### src/rtl/alut_defs6_pkg.sv
// Shared ALUT definitions: entry field layout, special addresses and the
// address-checker FSM encoding, plus the MAC hash fold.
package alut_defs6;

    localparam int ENTRY_W   = 83;
    localparam int VALID_BIT = 82;
    localparam int TIME_MSB  = 81;
    localparam int TIME_LSB  = 50;
    localparam int PORT_MSB  = 49;
    localparam int PORT_LSB  = 48;
    localparam int MAC_MSB   = 47;
    localparam int MAC_LSB   = 0;

    localparam logic [47:0] BCAST_MAC = 48'hffff_ffff_ffff;
    localparam logic [4:0]  FLOOD     = 5'b10000;

    typedef enum logic [2:0] {
        ST_IDLE,
        ST_WR_SRC,
        ST_RD_DST,
        ST_CHK_DST,
        ST_AGE_REQ,
        ST_AGE_WAIT,
        ST_RESP
    } addr_state_e;

    // XOR fold of the six MAC bytes into an 8-bit table index.
    function automatic logic [7:0] mac_hash(input logic [47:0] a);
        return a[7:0] ^ a[15:8] ^ a[23:16] ^ a[31:24] ^ a[39:32] ^ a[47:40];
    endfunction

    function automatic logic [4:0] port_onehot(input logic [1:0] port);
        return 5'(5'b00001 << port);
    endfunction

endpackage

### src/rtl/alut_addr_learn6.sv
// ALUT address learn/lookup stage: learns the source MAC, looks up the
// destination MAC and consults the age checker before returning a port.
module alut_addr_learn6
    import alut_defs6::*;
(
    input  logic                 pclk6,
    input  logic                 n_p_reset6,
    input  logic                 addr_req6,
    input  logic [47:0]          s_addr6,
    input  logic [47:0]          d_addr6,
    input  logic [1:0]           s_port6,
    input  logic [31:0]          curr_time6,
    input  logic                 age_check_active6,
    input  logic                 age_confirmed6,
    input  logic                 age_ok6,
    input  logic [ENTRY_W-1:0]   mem_read_data_add6,
    output logic [7:0]           mem_addr_add6,
    output logic                 mem_write_add6,
    output logic [ENTRY_W-1:0]   mem_write_data_add6,
    output logic                 check_age6,
    output logic [31:0]          last_accessed6,
    output logic                 add_check_active6,
    output logic                 addr_ack6,
    output logic [4:0]           d_port6
);

    addr_state_e        state_q, state_d;
    logic [47:0]        d_addr_q, d_addr_d;
    logic [7:0]         mem_addr_q, mem_addr_d;
    logic               mem_write_q, mem_write_d;
    logic [ENTRY_W-1:0] mem_wdata_q, mem_wdata_d;
    logic [31:0]        last_acc_q, last_acc_d;
    logic [1:0]         hit_port_q, hit_port_d;
    logic [4:0]         d_port_q, d_port_d;

    logic accept;
    logic dst_hit;

    assign accept  = (state_q == ST_IDLE) & addr_req6 & ~age_check_active6;
    assign dst_hit = mem_read_data_add6[VALID_BIT] &
                     (mem_read_data_add6[MAC_MSB:MAC_LSB] == d_addr_q);

    // NOTE: every always_comb output gets its default before the case so no
    // path leaves a signal unassigned, which would infer a latch.
    always_comb begin
        state_d     = state_q;
        d_addr_d    = d_addr_q;
        mem_addr_d  = mem_addr_q;
        mem_write_d = 1'b0;
        mem_wdata_d = mem_wdata_q;
        last_acc_d  = last_acc_q;
        hit_port_d  = hit_port_q;
        d_port_d    = d_port_q;

        case (state_q)
            ST_IDLE: begin
                if (accept) begin
                    state_d     = ST_WR_SRC;
                    d_addr_d    = d_addr6;
                    mem_addr_d  = mac_hash(s_addr6);
                    mem_write_d = 1'b1;
                    mem_wdata_d = {1'b1, curr_time6, s_port6, s_addr6};
                end
            end
            // Learning is unconditional: a colliding entry is simply replaced.
            ST_WR_SRC: begin
                if (d_addr_q == BCAST_MAC) begin
                    d_port_d = FLOOD;
                    state_d  = ST_RESP;
                end else begin
                    mem_addr_d = mac_hash(d_addr_q);
                    state_d    = ST_RD_DST;
                end
            end
            ST_RD_DST: state_d = ST_CHK_DST;
            ST_CHK_DST: begin
                if (dst_hit) begin
                    last_acc_d = mem_read_data_add6[TIME_MSB:TIME_LSB];
                    hit_port_d = mem_read_data_add6[PORT_MSB:PORT_LSB];
                    state_d    = ST_AGE_REQ;
                end else begin
                    d_port_d = FLOOD;
                    state_d  = ST_RESP;
                end
            end
            ST_AGE_REQ: state_d = ST_AGE_WAIT;
            // Stale entries are flooded here; clearing them is the age checker's job.
            ST_AGE_WAIT: begin
                if (age_confirmed6) begin
                    d_port_d = age_ok6 ? port_onehot(hit_port_q) : FLOOD;
                    state_d  = ST_RESP;
                end
            end
            ST_RESP: state_d = ST_IDLE;
            default: state_d = ST_IDLE;
        endcase
    end

    // NOTE: state registers use non-blocking assignments so every flop samples
    // the pre-edge values regardless of statement order.
    always_ff @(posedge pclk6 or negedge n_p_reset6) begin
        if (!n_p_reset6) begin
            state_q     <= ST_IDLE;
            d_addr_q    <= '0;
            mem_addr_q  <= '0;
            mem_write_q <= 1'b0;
            mem_wdata_q <= '0;
            last_acc_q  <= '0;
            hit_port_q  <= '0;
            d_port_q    <= '0;
        end else begin
            state_q     <= state_d;
            d_addr_q    <= d_addr_d;
            mem_addr_q  <= mem_addr_d;
            mem_write_q <= mem_write_d;
            mem_wdata_q <= mem_wdata_d;
            last_acc_q  <= last_acc_d;
            hit_port_q  <= hit_port_d;
            d_port_q    <= d_port_d;
        end
    end

    // Ownership is claimed combinationally so arbitration sees it in the accept cycle.
    assign add_check_active6   = (state_q != ST_IDLE) | accept;
    assign check_age6          = (state_q == ST_AGE_REQ);
    assign addr_ack6           = (state_q == ST_RESP);
    assign mem_addr_add6       = mem_addr_q;
    assign mem_write_add6      = mem_write_q;
    assign mem_write_data_add6 = mem_wdata_q;
    assign last_accessed6      = last_acc_q;
    assign d_port6             = d_port_q;

endmodule
### config.mk
export PLATFORM = sky130hd
export DESIGN_NAME = alut_addr_learn6
export DESIGN_NICKNAME = d
export VERILOG_FILES = /design/src/rtl/alut_defs6_pkg.sv /design/src/rtl/alut_addr_learn6.sv
export SDC_FILE = /design/constraint.sdc
export NUM_CORES = 1
export LEC_CHECK = 0
export ABC_AREA = 1
export BUFFER_PORTS_ARGS = -buffer_cell sky130_fd_sc_hd__buf_4
export CAP_MARGIN = 20
export CORE_MARGIN = 2
export CORE_UTILIZATION = 40
export DETAILED_ROUTE_END_ITERATION = 12
export MAX_ROUTING_LAYER = met4
export PLACE_DENSITY_LB_ADDON = 0.12
export SLEW_MARGIN = 25
export SYNTH_ARGS = -nofsm -noshare
export SYNTH_HDL_FRONTEND = slang
export SYNTH_SLANG_ARGS = --single-unit
### constraint.sdc
create_clock -name pclk6 -period 4.6 [get_ports pclk6]
set_clock_uncertainty 0.1 [all_clocks]
set_input_delay 0.23 -clock pclk6 [delete_from_list [all_inputs] [get_ports pclk6]]
set_output_delay 0.23 -clock pclk6 [all_outputs]
set_load 0.1 [all_outputs]
Word-level counts from Yosys, hierarchy flattened
Index checks and enable logic that the tools add are counted.
W data, S select, Z words.
{"block": "word_totals", "register_bits": 182, "latch_bits": 0, "mem_count": 0, "mem_bits_rw": 0, "inputBits": 219, "elab_cells": 61, "mem_bits_ro": 0, "out_inout_bits": 132}
{"block": "op_classes", "shifts": 1, "n_div": 0, "n_reduce_logical": 9, "n_lt_le_gt_ge": 0, "mux": 15, "addsub": 0, "n_mul": 0, "bitwise_logic": 15, "eq_ne": 13}
{"cell": "$xor A8 B8 Y8", "n": 10}
{"cell": "$eq A48 B48 Y1", "n": 1}
{"cell": "$eq A48 B48 Y1 const B", "n": 1}
{"cell": "$mux W5", "n": 4}
{"cell": "$pmux W3 S6", "n": 1}
{"cell": "$mux W8", "n": 2}
{"cell": "$pmux W8 S2", "n": 1}
{"cell": "$pmux W5 S3", "n": 1}
{"cell": "$ne A2 B2 Y1 const B", "n": 5}
{"cell": "$eq A3 B3 Y1 const B", "n": 3}
{"cell": "$mux W3", "n": 3}
{"cell": "$eq A3 B2 Y1 const B", "n": 2}
{"cell": "$reduce_and A2 Y1", "n": 3}
{"cell": "$reduce_bool A3 Y1", "n": 2}
{"cell": "$shl A1 B2 Y5 const A", "n": 1}
{"cell": "$reduce_and A4 Y1", "n": 1}
{"cell": "$and A1 B1 Y1", "n": 3}
{"cell": "$eq A3 B1 Y1 const B", "n": 1}
{"cell": "$logic_not A3 Y1", "n": 1}
{"cell": "$reduce_and A3 Y1", "n": 1}
{"cell": "$mux W1", "n": 2}
{"cell": "$mux W2", "n": 1}
{"cell": "$reduce_bool A2 Y1", "n": 1}
{"cell": "$not A1 Y1", "n": 1}
{"cell": "$or A1 B1 Y1", "n": 1}

Longest topological paths before layout
{"block": "depth", "word_depth": 7, "mapped_depth": 12, "depth_no_buf": 12}

Worst setup path after synthesis
No wires, ideal clock.
{"block": "synth_path", "path_kind": "register to register", "from": "register state_q[2]", "to": "register mem_addr_q[0] (netlist: mem_addr_add6[0])", "period_less_slack_ns": 2.341, "stages_incl_launch_ff": 8, "t_required_ns": 4.365, "arrival_time_ns": 2.107, "path_slack_ns": 2.259, "path_cell_list": "dfrtp_1 -> nor3_2 -> nand2_1 -> nand2_1 -> nand3_1 -> buf_2 -> nand2_1 -> o21ai_0"}
{"block": "synth_between", "elab_chain_len": 5}
{"item": "start, declared", "line": "alut_addr_learn6.sv:27", "rtl": "addr_state_e state_q, state_d;"}
{"item": "start signal, assigned", "line": "alut_addr_learn6.sv:112", "rtl": "state_q <= state_d;"}
{"item": "$logic_not A3 Y1", "line": "alut_addr_learn6.sv:39, alut_addr_learn6.sv:55"}
{"item": "$and A1 B1 Y1 (2 in series)", "line": "alut_addr_learn6.sv:39", "rtl": "assign accept = (state_q == ST_IDLE) & addr_req6 & ~age_check_active6;"}
{"item": "$ne A2 B2 Y1 (no source line)"}
{"item": "$reduce_and A3 Y1 (no source line)"}
{"item": "end signal, assigned", "line": "alut_addr_learn6.sv:114", "rtl": "mem_addr_q <= mem_addr_d;"}
{"item": "end, declared", "line": "alut_addr_learn6.sv:29", "rtl": "logic [7:0] mem_addr_q, mem_addr_d;"}
Several ways; a longest one is shown, not always the timed one.
A chain may end at the register's enable or synchronous reset.

Worst setup path after layout
{"block": "layout_path", "from": "register state_q[2]", "to": "register d_addr_q[44]"}
{"block": "layout_between", "elab_chain_len": 4}
{"item": "$logic_not A3 Y1 (*)", "line": "alut_addr_learn6.sv:39, alut_addr_learn6.sv:55"}
{"item": "$and A1 B1 Y1 (2 in series)", "line": "alut_addr_learn6.sv:39"}
{"item": "$reduce_and A2 Y1 (no source line) (*)"}
{"item": "end signal, assigned", "line": "alut_addr_learn6.sv:113", "rtl": "d_addr_q <= d_addr_d;"}
{"item": "end, declared", "line": "alut_addr_learn6.sv:28", "rtl": "logic [47:0] d_addr_q, d_addr_d;"}
Every way passes the cells marked *; elsewhere a longest branch is shown, timed or not.

==> metrics.txt <==
outcome=finished, final reports clean; flops & latches, synth=182; clock latency reported for the late side of the worst-skew pair=440 ps; count of TritonRoute iterations in the first routing pass=5; Non-Filler Cell Area, Final=14,100 µm²; Max Root-Sink Buffers=2; number of buffers added for setup after CTS=0; H-tree depth=4; accumulated negative setup slack=0 ps; number of distinct library cell variants in the gate-level netlist after synthesis=27; power share of the clock group=0.154; Synth Warn #=0; ratio of final minimum period to clock period=0.612; switching fraction of total power=0.553; cell chosen for the clock root=sky130_fd_sc_hd__clkbuf_16; number of setup violations in the final report=0; net total in the final layout=1,888; class of the tightest hold or removal check=in2reg; launching element of the worst setup path=state_q[2]; kind of capture point of the worst setup path=register; area share of the largest cell type after synthesis=0.497; area after detailed placement=12,000 µm²; number of cells in the finished layout apart from fillers=1,967; DRT iter0 DRCs=523; top cells by area, synth=sky130_fd_sc_hd__dfrtp_1, sky130_fd_sc_hd__nand2_1, sky130_fd_sc_hd__inv_1; number of pins with negative max-slew slack in the final report=0; Mapped Cells=1,180; Buf+Inv Stages, Crit Path=2; clock sink count=182; Congestion Overflow GR=0; Placer Congestion=0.833; TritonCTS clock tree=yes; leak pwr=0.00760 µW; remaining antenna violation count=0; largest fanout on the critical path=97; internal power of the cells=4410 µW; worst slack at placement=1720 ps; layout cell share with drive strength beyond 1=0.260; CP Data Arrival Time=3050 ps; CP cell instances=nor3_2 > nand2_4 > inv_4 > buf_4 > nand2_1 > o21ai_0; Placed Cells incl. Taps=1,782; Top delay family on crit path=buffers and inverters; Relative slew margins=0.338; antenna diode instance count=0; Fmax=0.355 GHz; maximum number of pins on one net before global-route repair=98; syn avg cell area=7.76 µm²; CP max stage cell=sky130_fd_sc_hd__inv_4; final worst path period need=2810 ps; global router's overall resource usage=0.246; total power divided by cell area=699 nW/µm²; Avg WL per Cell=14.7 µm; Layout Area Growth over Synthesis=54.3%; Num CTS Buffers=17; Reg-to-Reg Start=state_q[2]; antenna violations before repair=0; count of max-cap constraint violations=0; floorplan die height=155 µm; post-synthesis sequential area ratio=0.497; number of global-route vias before repair=8,868; combinational power share=0.575; placeable core area=22,600 µm²; row cnt=55; pin slew with the least headroom to its limit=993 ps; Req. time, crit path=4840 ps; delay of the slowest cell on the worst path=750 ps; filler cell count in the final layout=1,957; largest area contributor in the synthesized netlist=sky130_fd_sc_hd__dfrtp_1; Total Die Area=24,100 µm²; total via count in the routed design=8,929; I/O Buffers=350; Critical Path Start Type=register; RSZ-0062 raised after global routing=false; post-CTS resize count=0; total count of hold-check failures in the final report=0; final routed wirelength across all metal layers=28,900 µm; remaining design rule violation count=0; reported net switching power=5460 µW; top-level port count=351; global-route wire length before repair=45,200 µm; worst hold start=mem_read_data_add6[49]; starting utilization of the core area=0.406; hold buffers post-CTS=153; Reg power frac=0.271; CP Class=reg2reg; worst voltage drop across the vdd grid=0.000358 V; post-synthesis instance area=9160 µm²; detailed-placement wirelength estimate=20,400 µm; Net Count, Synth=1,399; Clock transition at path regs=70 ps; width of the die=155 µm; slack of the critical path=1790 ps; post-DR vias/cell=4.54
worst min-delay path: stages:
cell	delay (ps)
sky130_fd_sc_hd__buf_4	70
sky130_fd_sc_hd__inv_1	30
sky130_fd_sc_hd__nand4_1	80
sky130_fd_sc_hd__nand2_1	50
sky130_fd_sc_hd__inv_1	40
cells in the mapped netlist (all sizes together):
master and instances:
o21ai 104, inv 145, clkbuf 13, nor3 10, a21oi 2, clkinv 3, o22ai 2, nand3 23
a21boi 1, buf 24, nand4 4, or2 1, dfrtp 182, xnor2 38, nor2 58, xor2 49
nand2 521
metal layers:
layer | global-route usage | share of wire | vias to the layer above | routed length (µm)
li1 | - | - | 4528 | -
met1 | 0.313 | 0.44 | 4075 | 12700
met2 | 0.407 | 0.49 | 281 | 14100
met3 | 0.0357 | 0.048 | 45 | 1390
met4 | 0.0804 | 0.025 | 0 | 736
met5 | - | 0 | - | 0
area by class of cell:
class,count,area (µm²),area share
inverters,148,558,0.0395
well taps,285,357,0.0252
repair buffers,507,4210,0.298
clock inverters,13,166,0.0118
multi-input cells,813,3840,0.272
flip-flops and latches,182,4550,0.322
clock buffers,19,443,0.0313
through the flow:
stage           util  power [µW]  hold slack, ps
6_report       0.626        9870            7.52
5_1_grt        0.626       10400            20.6
4_1_cts        0.626        9930           0.953
3_5_place_dp   0.531        8280             243
3_3_place_gp   0.531        8220             249
2_1_floorplan      -        6870            -166
flip-flops by register name (all words and copies together) (netlist names):
name,cells
last_accessed6,32
hit_port_q,2
d_addr_q,48
d_port6,5
mem_addr_add6,8
mem_write_add6,1
mem_write_data_add6,83
state_q,3
cells by family after synthesis:
family / after synthesis / share of synthesized area
AND/OR/NAND/NOR: 617 / 0.262
AO/OA/AOI/OAI: 109 / 0.0740
flip-flops: 182 / 0.497
XOR/XNOR: 87 / 0.0832
buffers and inverters: 185 / 0.0837
power groups by stage:
stage	clock network [µW]	logic, µW	registers (µW)
2_1_floorplan	0	1570	5300
3_3_place_gp	0	5540	2680
4_1_cts	1550	5710	2670
5_1_grt	1620	6060	2750
3_5_place_dp	0	5590	2690
6_report	1520	5680	2670
cell usage in the layout, fill, tap and decap left out, types with 3 or more instances in the layout:
master and n:
sky130_fd_sc_hd__nand2_1 518, sky130_fd_sc_hd__buf_4 352, sky130_fd_sc_hd__dfrtp_1 182, sky130_fd_sc_hd__dlygate4sd3_1 153
sky130_fd_sc_hd__inv_1 134, sky130_fd_sc_hd__o21ai_0 70, sky130_fd_sc_hd__nor2_1 56, sky130_fd_sc_hd__xor2_1 49
sky130_fd_sc_hd__xnor2_1 38, sky130_fd_sc_hd__o21ai_2 33, sky130_fd_sc_hd__nand3_1 22, sky130_fd_sc_hd__clkbuf_16 17
sky130_fd_sc_hd__inv_2 10, sky130_fd_sc_hd__nor3_1 9, sky130_fd_sc_hd__nand4_1 4, sky130_fd_sc_hd__clkinvlp_4 4
sky130_fd_sc_hd__clkinv_1 3, sky130_fd_sc_hd__inv_8 3
final timing paths:
| kind | endpoint | slack [ps] | cells after the start |
|---|---|---|---|
| worst max-delay path | d_addr_q[44] | 1790 | 6 |
| worst min register to register | d_port6[3] | 380 | 2 |
| max in group asynchronous | mem_write_data_add6[62] | 3090 | 3 |
| worst min-delay path | hit_port_q[1] | 8 | 5 |
| min in group asynchronous | mem_write_data_add6[27] | 290 | 2 |
| worst max register to register | d_addr_q[44] | 1790 | 6 |
Note: power is estimated with default switching activity, not from simulation.
